`src/rtl/addsub_seq.sv`:
```
// Multi-cycle two's-complement adder/subtractor: WIDTH bits processed CHUNK bits per clock,
// with valid/ready handshakes and registered carry/overflow/zero flags.
module addsub_seq #(
    parameter int WIDTH = 16,
    parameter int CHUNK = 4
) (
    input  logic             clk,
    input  logic             rst,
    input  logic             in_valid,
    output logic             in_ready,
    input  logic [WIDTH-1:0] a,
    input  logic [WIDTH-1:0] b,
    input  logic             m,
    output logic             out_valid,
    input  logic             out_ready,
    output logic [WIDTH-1:0] sum,
    output logic             carry,
    output logic             overflow,
    output logic             zero
);

    localparam int N  = WIDTH / CHUNK;
    localparam int KW = (N > 1) ? $clog2(N) : 1;
    localparam int SW = $clog2(WIDTH) + 1;
    localparam logic [KW-1:0] K_LAST = KW'(N - 1);

    localparam logic [1:0] S_IDLE = 2'd0;
    localparam logic [1:0] S_RUN  = 2'd1;
    localparam logic [1:0] S_DONE = 2'd2;

    logic [1:0]       state_q, state_d;
    logic [WIDTH-1:0] a_q, a_d;
    logic [WIDTH-1:0] b_q, b_d;
    logic             cy_q, cy_d;
    logic [KW-1:0]    k_q, k_d;
    logic [WIDTH-1:0] sum_q, sum_d;
    logic             carry_q, carry_d;
    logic             ovf_q, ovf_d;
    logic             zero_q, zero_d;

    logic [SW-1:0]    shamt_s;
    logic [CHUNK-1:0] a_sl_s;
    logic [CHUNK-1:0] b_sl_s;
    logic [CHUNK:0]   add_s;
    logic             cin_msb_s;
    logic [WIDTH-1:0] sum_ins_s;

    // One ripple slice: CHUNK-bit sum with carry-out in the top bit.
    function automatic logic [CHUNK:0] slice_add(
        input logic [CHUNK-1:0] x,
        input logic [CHUNK-1:0] y,
        input logic             ci
    );
        slice_add = {1'b0, x} + {1'b0, y} + {{CHUNK{1'b0}}, ci};
    endfunction

    // Slice datapath: select slice k of the captured operands and merge its sum into the result.
    always_comb begin
        shamt_s   = SW'(k_q) * SW'(CHUNK);
        a_sl_s    = CHUNK'(a_q >> shamt_s);
        b_sl_s    = CHUNK'(b_q >> shamt_s);
        add_s     = slice_add(a_sl_s, b_sl_s, cy_q);
        // Carry into the MSB is recovered from the MSB's own sum bit.
        cin_msb_s = a_sl_s[CHUNK-1] ^ b_sl_s[CHUNK-1] ^ add_s[CHUNK-1];
        sum_ins_s = sum_q | (WIDTH'(add_s[CHUNK-1:0]) << shamt_s);
    end

    // Next-state logic for the IDLE/RUN/DONE sequencer and its datapath registers.
    always_comb begin
        state_d = state_q;
        a_d     = a_q;
        b_d     = b_q;
        cy_d    = cy_q;
        k_d     = k_q;
        sum_d   = sum_q;
        carry_d = carry_q;
        ovf_d   = ovf_q;
        zero_d  = zero_q;
        case (state_q)
            S_IDLE: begin
                if (in_valid) begin
                    a_d     = a;
                    b_d     = b ^ {WIDTH{m}};
                    cy_d    = m;
                    k_d     = {KW{1'b0}};
                    sum_d   = {WIDTH{1'b0}};
                    carry_d = 1'b0;
                    ovf_d   = 1'b0;
                    zero_d  = 1'b0;
                    state_d = S_RUN;
                end else begin
                    state_d = S_IDLE;
                end
            end
            S_RUN: begin
                sum_d = sum_ins_s;
                cy_d  = add_s[CHUNK];
                if (k_q == K_LAST) begin
                    carry_d = add_s[CHUNK];
                    ovf_d   = cin_msb_s ^ add_s[CHUNK];
                    zero_d  = (sum_ins_s == {WIDTH{1'b0}});
                    state_d = S_DONE;
                end else begin
                    k_d     = k_q + KW'(1);
                    state_d = S_RUN;
                end
            end
            S_DONE: begin
                if (out_ready) begin
                    state_d = S_IDLE;
                end else begin
                    state_d = S_DONE;
                end
            end
            default: begin
                state_d = S_IDLE;
            end
        endcase
    end

    // State and datapath registers with synchronous reset that discards any in-flight operation.
    always_ff @(posedge clk) begin
        if (rst) begin
            state_q <= S_IDLE;
            a_q     <= {WIDTH{1'b0}};
            b_q     <= {WIDTH{1'b0}};
            cy_q    <= 1'b0;
            k_q     <= {KW{1'b0}};
            sum_q   <= {WIDTH{1'b0}};
            carry_q <= 1'b0;
            ovf_q   <= 1'b0;
            zero_q  <= 1'b0;
        end else begin
            state_q <= state_d;
            a_q     <= a_d;
            b_q     <= b_d;
            cy_q    <= cy_d;
            k_q     <= k_d;
            sum_q   <= sum_d;
            carry_q <= carry_d;
            ovf_q   <= ovf_d;
            zero_q  <= zero_d;
        end
    end

    // in_ready is the one output allowed to see rst combinationally.
    assign in_ready  = (state_q == S_IDLE) && !rst;
    assign out_valid = (state_q == S_DONE);
    assign sum       = sum_q;
    assign carry     = carry_q;
    assign overflow  = ovf_q;
    assign zero      = zero_q;

endmodule

```
`config.mk`:
```
export PLATFORM = sky130hd
export DESIGN_NAME = addsub_seq
export DESIGN_NICKNAME = d
export VERILOG_FILES = /design/src/rtl/addsub_seq.sv
export SDC_FILE = /design/constraint.sdc
export NUM_CORES = 1
export LEC_CHECK = 0
export BUFFER_PORTS_ARGS = -buffer_cell sky130_fd_sc_hd__clkbuf_2
export CAP_MARGIN = 20
export CORE_MARGIN = 4
export CORE_UTILIZATION = 40
export CTS_BUF_LIST = sky130_fd_sc_hd__clkbuf_8
export DETAILED_ROUTE_END_ITERATION = 10
export HOLD_SLACK_MARGIN = 0.1
export MAX_ROUTING_LAYER = met4
export PLACE_DENSITY = 0.69
export SLEW_MARGIN = 20
export SYNTH_ARGS = -nofsm -noshare
export SYNTH_HDL_FRONTEND = slang
export SYNTH_SLANG_ARGS = --single-unit
```
`constraint.sdc`:
```
create_clock -name clk -period 5.6 [get_ports clk]
set_clock_uncertainty 0.05 [all_clocks]
set_input_delay 0.56 -clock clk [delete_from_list [all_inputs] [get_ports clk]]
set_output_delay 0.56 -clock clk [all_outputs]
set_load 0.01 [all_outputs]
```
-- Word-level counts from Yosys, hierarchy flattened
Cells that the tools add are included.
- flip-flop bits (word level): 56
- input bits: 37
- output and inout port bits: 21
- add/subtract/negate cells: 3
- equality and inequality tests: 6
- shift-type cells: 3
- mux-type cells: 18
- bitwise logic cells: 5
- reduce and logical (&&, ||, !) cells: 9
- operators by type and width (kind ; number):
    $pmux 16 s2 ; 1
    $shr 16x4->4 ; 2
    $logic_not 16->1 ; 1
    $mux 16 ; 1
    $or 16x16->16 ; 1
    $shl 4x4->16 ; 1
    $xor 16x16->16 ; 1
    $mux 2 ; 4
    $pmux 1 s2 ; 4
    $mux 1 ; 6
    $ne 2x2->1 const B ; 3
    $pmux 2 s3 ; 1
    $reduce_and 3->1 ; 2
    $add 4x4->5 ; 1
    $add 5x1->5 ; 1
    $eq 2x2->1 const B ; 2
    $pmux 2 s2 ; 1
    $reduce_and 2->1 ; 2
    $xor 1x1->1 ; 3
    $add 2x1->2 const B ; 1
    $eq 2x1->1 const B ; 1
    $logic_not 2->1 ; 1
    $reduce_bool 2->1 ; 1
    $logic_and 1x1->1 ; 1
    $logic_not 1->1 ; 1

-- Depth between registers and ports, before layout
- depth after elaboration: 8
- gate-level depth with buffers: 10
- mapped depth without buffers: 8

-- Least setup slack after synthesis
Ideal clock, no wire load.
- path type: register to register
- start: register k_q[1]
- end: register zero_q (netlist: zero)
- setup time: 0.117 ns
- arrival: 2.398 ns
- required time: 5.433 ns
- slack: 3.035 ns
- stages on the path, launching flop included: 11
- path buffers: 2
- cells stage by stage: dfxtp_1 > buf_2 > buf_2 > mux4_2 > fa_1 > inv_1 > fa_1 > nor4b_1 > nand4b_1 > nor4_1 > a22o_1
- word-level cells in the longest chain between the ends: 8
- elaborated cells between the ends (all ways): 12
- those cells by class: add/sub: 2; eq/ne: 2; shift: 3; mux: 2; bitwise: 1; reduce/logical: 2
- ends and longest elaborated chain (item ; RTL line ; text):
    from (decl) ; 35 ; logic [KW-1:0] k_q, k_d;
    from (signal assigned) ; 128 ; k_q <= {KW{1'b0}};
    from (signal assigned) ; 138 ; k_q <= k_d;
    $shr 16x4->4 (on tied branches) ; 60, 61 ;
    $add 4x4->5 ; 54 ; slice_add = {1'b0, x} + {1'b0, y} + {{CHUNK{1'b0}}, ci};
    $add 5x1->5 ; 54 ;
    $shl 4x4->16 ; 65 ; sum_ins_s = sum_q | (WIDTH'(add_s[CHUNK-1:0]) << shamt_s);
    $or 16x16->16 ; 65 ;
    $logic_not 16->1 ; 101 ; zero_d = (sum_ins_s == {WIDTH{1'b0}});
    $mux 1 ; 98 ; if (k_q == K_LAST) begin
    $pmux 1 s2 ; 79 ; case (state_q)
    to (signal assigned) ; 142 ; zero_q <= zero_d;
    to (decl) ; 39 ; logic zero_q, zero_d;
Parallel ways exist; a longest one is shown, timed or not. The select of a mux whose other input is x is not followed.
A chain may end at the register's enable or synchronous reset.

-- Worst setup path after layout
- start: register k_q[0]
- end: register zero_q (netlist: zero)
The elaborated chain is that of the path after synthesis.

==> run metrics <==
vias in the first global route 2070; Syn Area/Cell 9.682 sq um; Synth Flop Type dfxtp_1; IO buf count 57; vias 2071; Post-Place Setup Slack 2463 ps; WL/cell 13.75 um; gr usage total 0.1471; Max FO, Critical Path 18; GPL Wtd Cong 0.8018; xor-xnor portion of the synthesized cell area 0.06160; largest net degree at the start of global routing 63; async set or reset register ratio after synthesis 0; number of max-cap violations 0; Max Buffers Root-to-Sink 2; adder-cell share of the synthesized area 0.03335; I/O pins 58; DR WL met2 2.462 mm; diode count 0; drt pass-1 iters 4; post-route setup TNS 0 ps; first-pass GRT wire length 9.715 mm; Initial DRC Count 101; worst hold start a_q[6]; final core occ 0.4768; Via-to-Cell Ratio 5.178; top cells by count, synth dfxtp_1 (56), nand2_1 (38), nor2_1 (38); Synth Area in Simple Gates 0.1871; clock root buffer clkbuf_8; grt ovf 0; wl on met1 2.714 mm; Mapped Cells 279; Starting Density 0.4182; power per standard cell area 281.4 nW/um^2; final hold viol count 0; final net count 365; top cell type's share of synthesized area 0.4150; Leak 1.197 nW; outcome finished, final reports clean; crit share post-route 0.5666; die area 8132 sq um; Antenna Nets Post-Route 0; # H-tree levels 2; DRC viols 0; Yosys reg bits 56; sequential fraction of the synthesis area 0.4150; Top Layer Used met4; Num CTS Buffers 5; library cells used by synthesis 41; main combinational cell family by area after synthesis simple AND/OR/NAND/NOR gates; Slew Viols, Final 0; count leader, synth dfxtp_1; synth top area cells dfxtp_1 (42%), a211oi_2 (7.4%), mux4_2 (6.7%); Clock Latency Late Sink 300 ps; Yosys Warn Count 0; post-synthesis compound-gate area fraction 0.1755; proportion of synthesized area in mux cells 0.07040; number of setup buffers added after CTS 0; EDFF count, synth 0; cells resized by post-CTS repair 0; CP arrival 3370 ps; highest clock rate 315.2 MHz; CP startpoint kind register; TritonCTS clock tree built; Mapped Nets 322; core box area 6459 sq um; clk slew on worst S/H paths 100 ps; Chip Height 90.18 um; final WL 5.499 mm; final setup violation count 0; met3 routed wirelength 237 um; initial antenna violation count 0; relative slew slack 0.4701; hold_buf cts 0; CP Class reg -> reg; Hold Crit Class reg -> reg; share of layout cells above drive strength 1 0.2972; RSZ-0062 raised after global routing false; leading area contributor after synthesis dfxtp_1; Max IR drop VDD 112.1 uV; RR Startpoint k_q[0]; Critical Path RT 5800 ps; Worst-Margin Slew 793.8 ps; worst setup path start k_q[0]; final worst setup slack 2427 ps; Worst setup EP type register; Die W 90.18 um; fin crit period 3173 ps; Area growth syn-to-layout 13.99%; Post-Syn Area 2701 sq um; dpl hpwl 3.952 mm; # rows 29; clock sinks 56
## power breakdown
group | leakage (nW) | internal (W) | switching (W)
combinational | 0.677 | 0.0000697 | 0.0000834
clock | 0.0614 | 0.000146 | 0.000128
sequential | 0.458 | 0.000421 | 0.0000186
## registers in the layout (all words and copies together) (netlist names)
name / flops
overflow: 1
k_q: 2
carry: 1
zero: 1
cy_q: 1
state_q: 2
sum: 16
a_q: 16
b_q: 16
## worst max-delay path, stage by stage (launching register included)
cell and delay (ps):
dfxtp_1 850, mux4_2 620, fa_1 440, inv_1 90, fa_1 250, nor4b_1 280, nand4b_1 140, nor4_1 250
a22o_1 160
## metrics by stage
stage	cells	hold WS, ps	total power [W]	area, sq um
3_5_place_dp	392	397.2	0.0006014	2955
6_report	400	408.5	0.0008666	3079
4_1_cts	400	411.1	0.0008720	3077
2_1_floorplan	279	383.1	0.0005672	2701
5_1_grt	400	407.7	0.0009067	3079
3_3_place_gp	392	391.7	0.0005985	2955
## cell families (layout without fill, tap and decap cells)
logic type	Yosys count	count (layout)
AOI/OAI and AO/OA	59	59
xor gates and xnor gates	19	19
adders and majority gates	6	6
buffers and inverters	26	70
DFF	56	56
muxes	9	9
and+or+nand+nor	104	104
## cells in the final DEF, fill, tap and decap left out, drive strengths merged, types with 3 or more instances in the layout
cell | Yosys | routed
inv | 3 | 3
a21oi | 22 | 22
nand3b | 5 | 5
nand2 | 38 | 38
a211oi | 17 | 17
mux4 | 8 | 8
a22oi | 9 | 9
xnor2 | 17 | 17
nor2 | 38 | 38
clkbuf | 9 | 63
nor4 | 4 | 4
nand2b | 3 | 3
o31ai | 5 | 5
dfxtp | 56 | 56
ha | 4 | 4
nor3b | 4 | 4
## path summary, 6_finish.rpt
kind              slack (ps)  cells past startpoint      to
setup / recovery        2430                      8    zero
hold / removal           410                      2  a_q[6]
setup reg to reg        2430                      8    zero
hold reg to reg          410                      2  a_q[6]
## layer usage
| layer | up-vias | GRT usage |
|---|---|---|
| met3 | 9 | 0.03339 |
| li1 | 1058 | - |
| met1 | 950 | 0.1961 |
| met4 | 0 | 0.04719 |
| met5 | - | - |
| met2 | 54 | 0.2222 |
## layout make-up
| type | count | area, sq um |
|---|---|---|
| fill | 630 | 3379 |
| timing repair buffer | 59 | 300.3 |
| multi-input combinational | 197 | 1429 |
| clock inverter | 2 | 38.79 |
| sequential | 56 | 1121 |
| clock buffer | 6 | 82.58 |
| tap | 77 | 96.34 |
| inverter | 3 | 11.26 |
(Power assumes the default switching activity.)
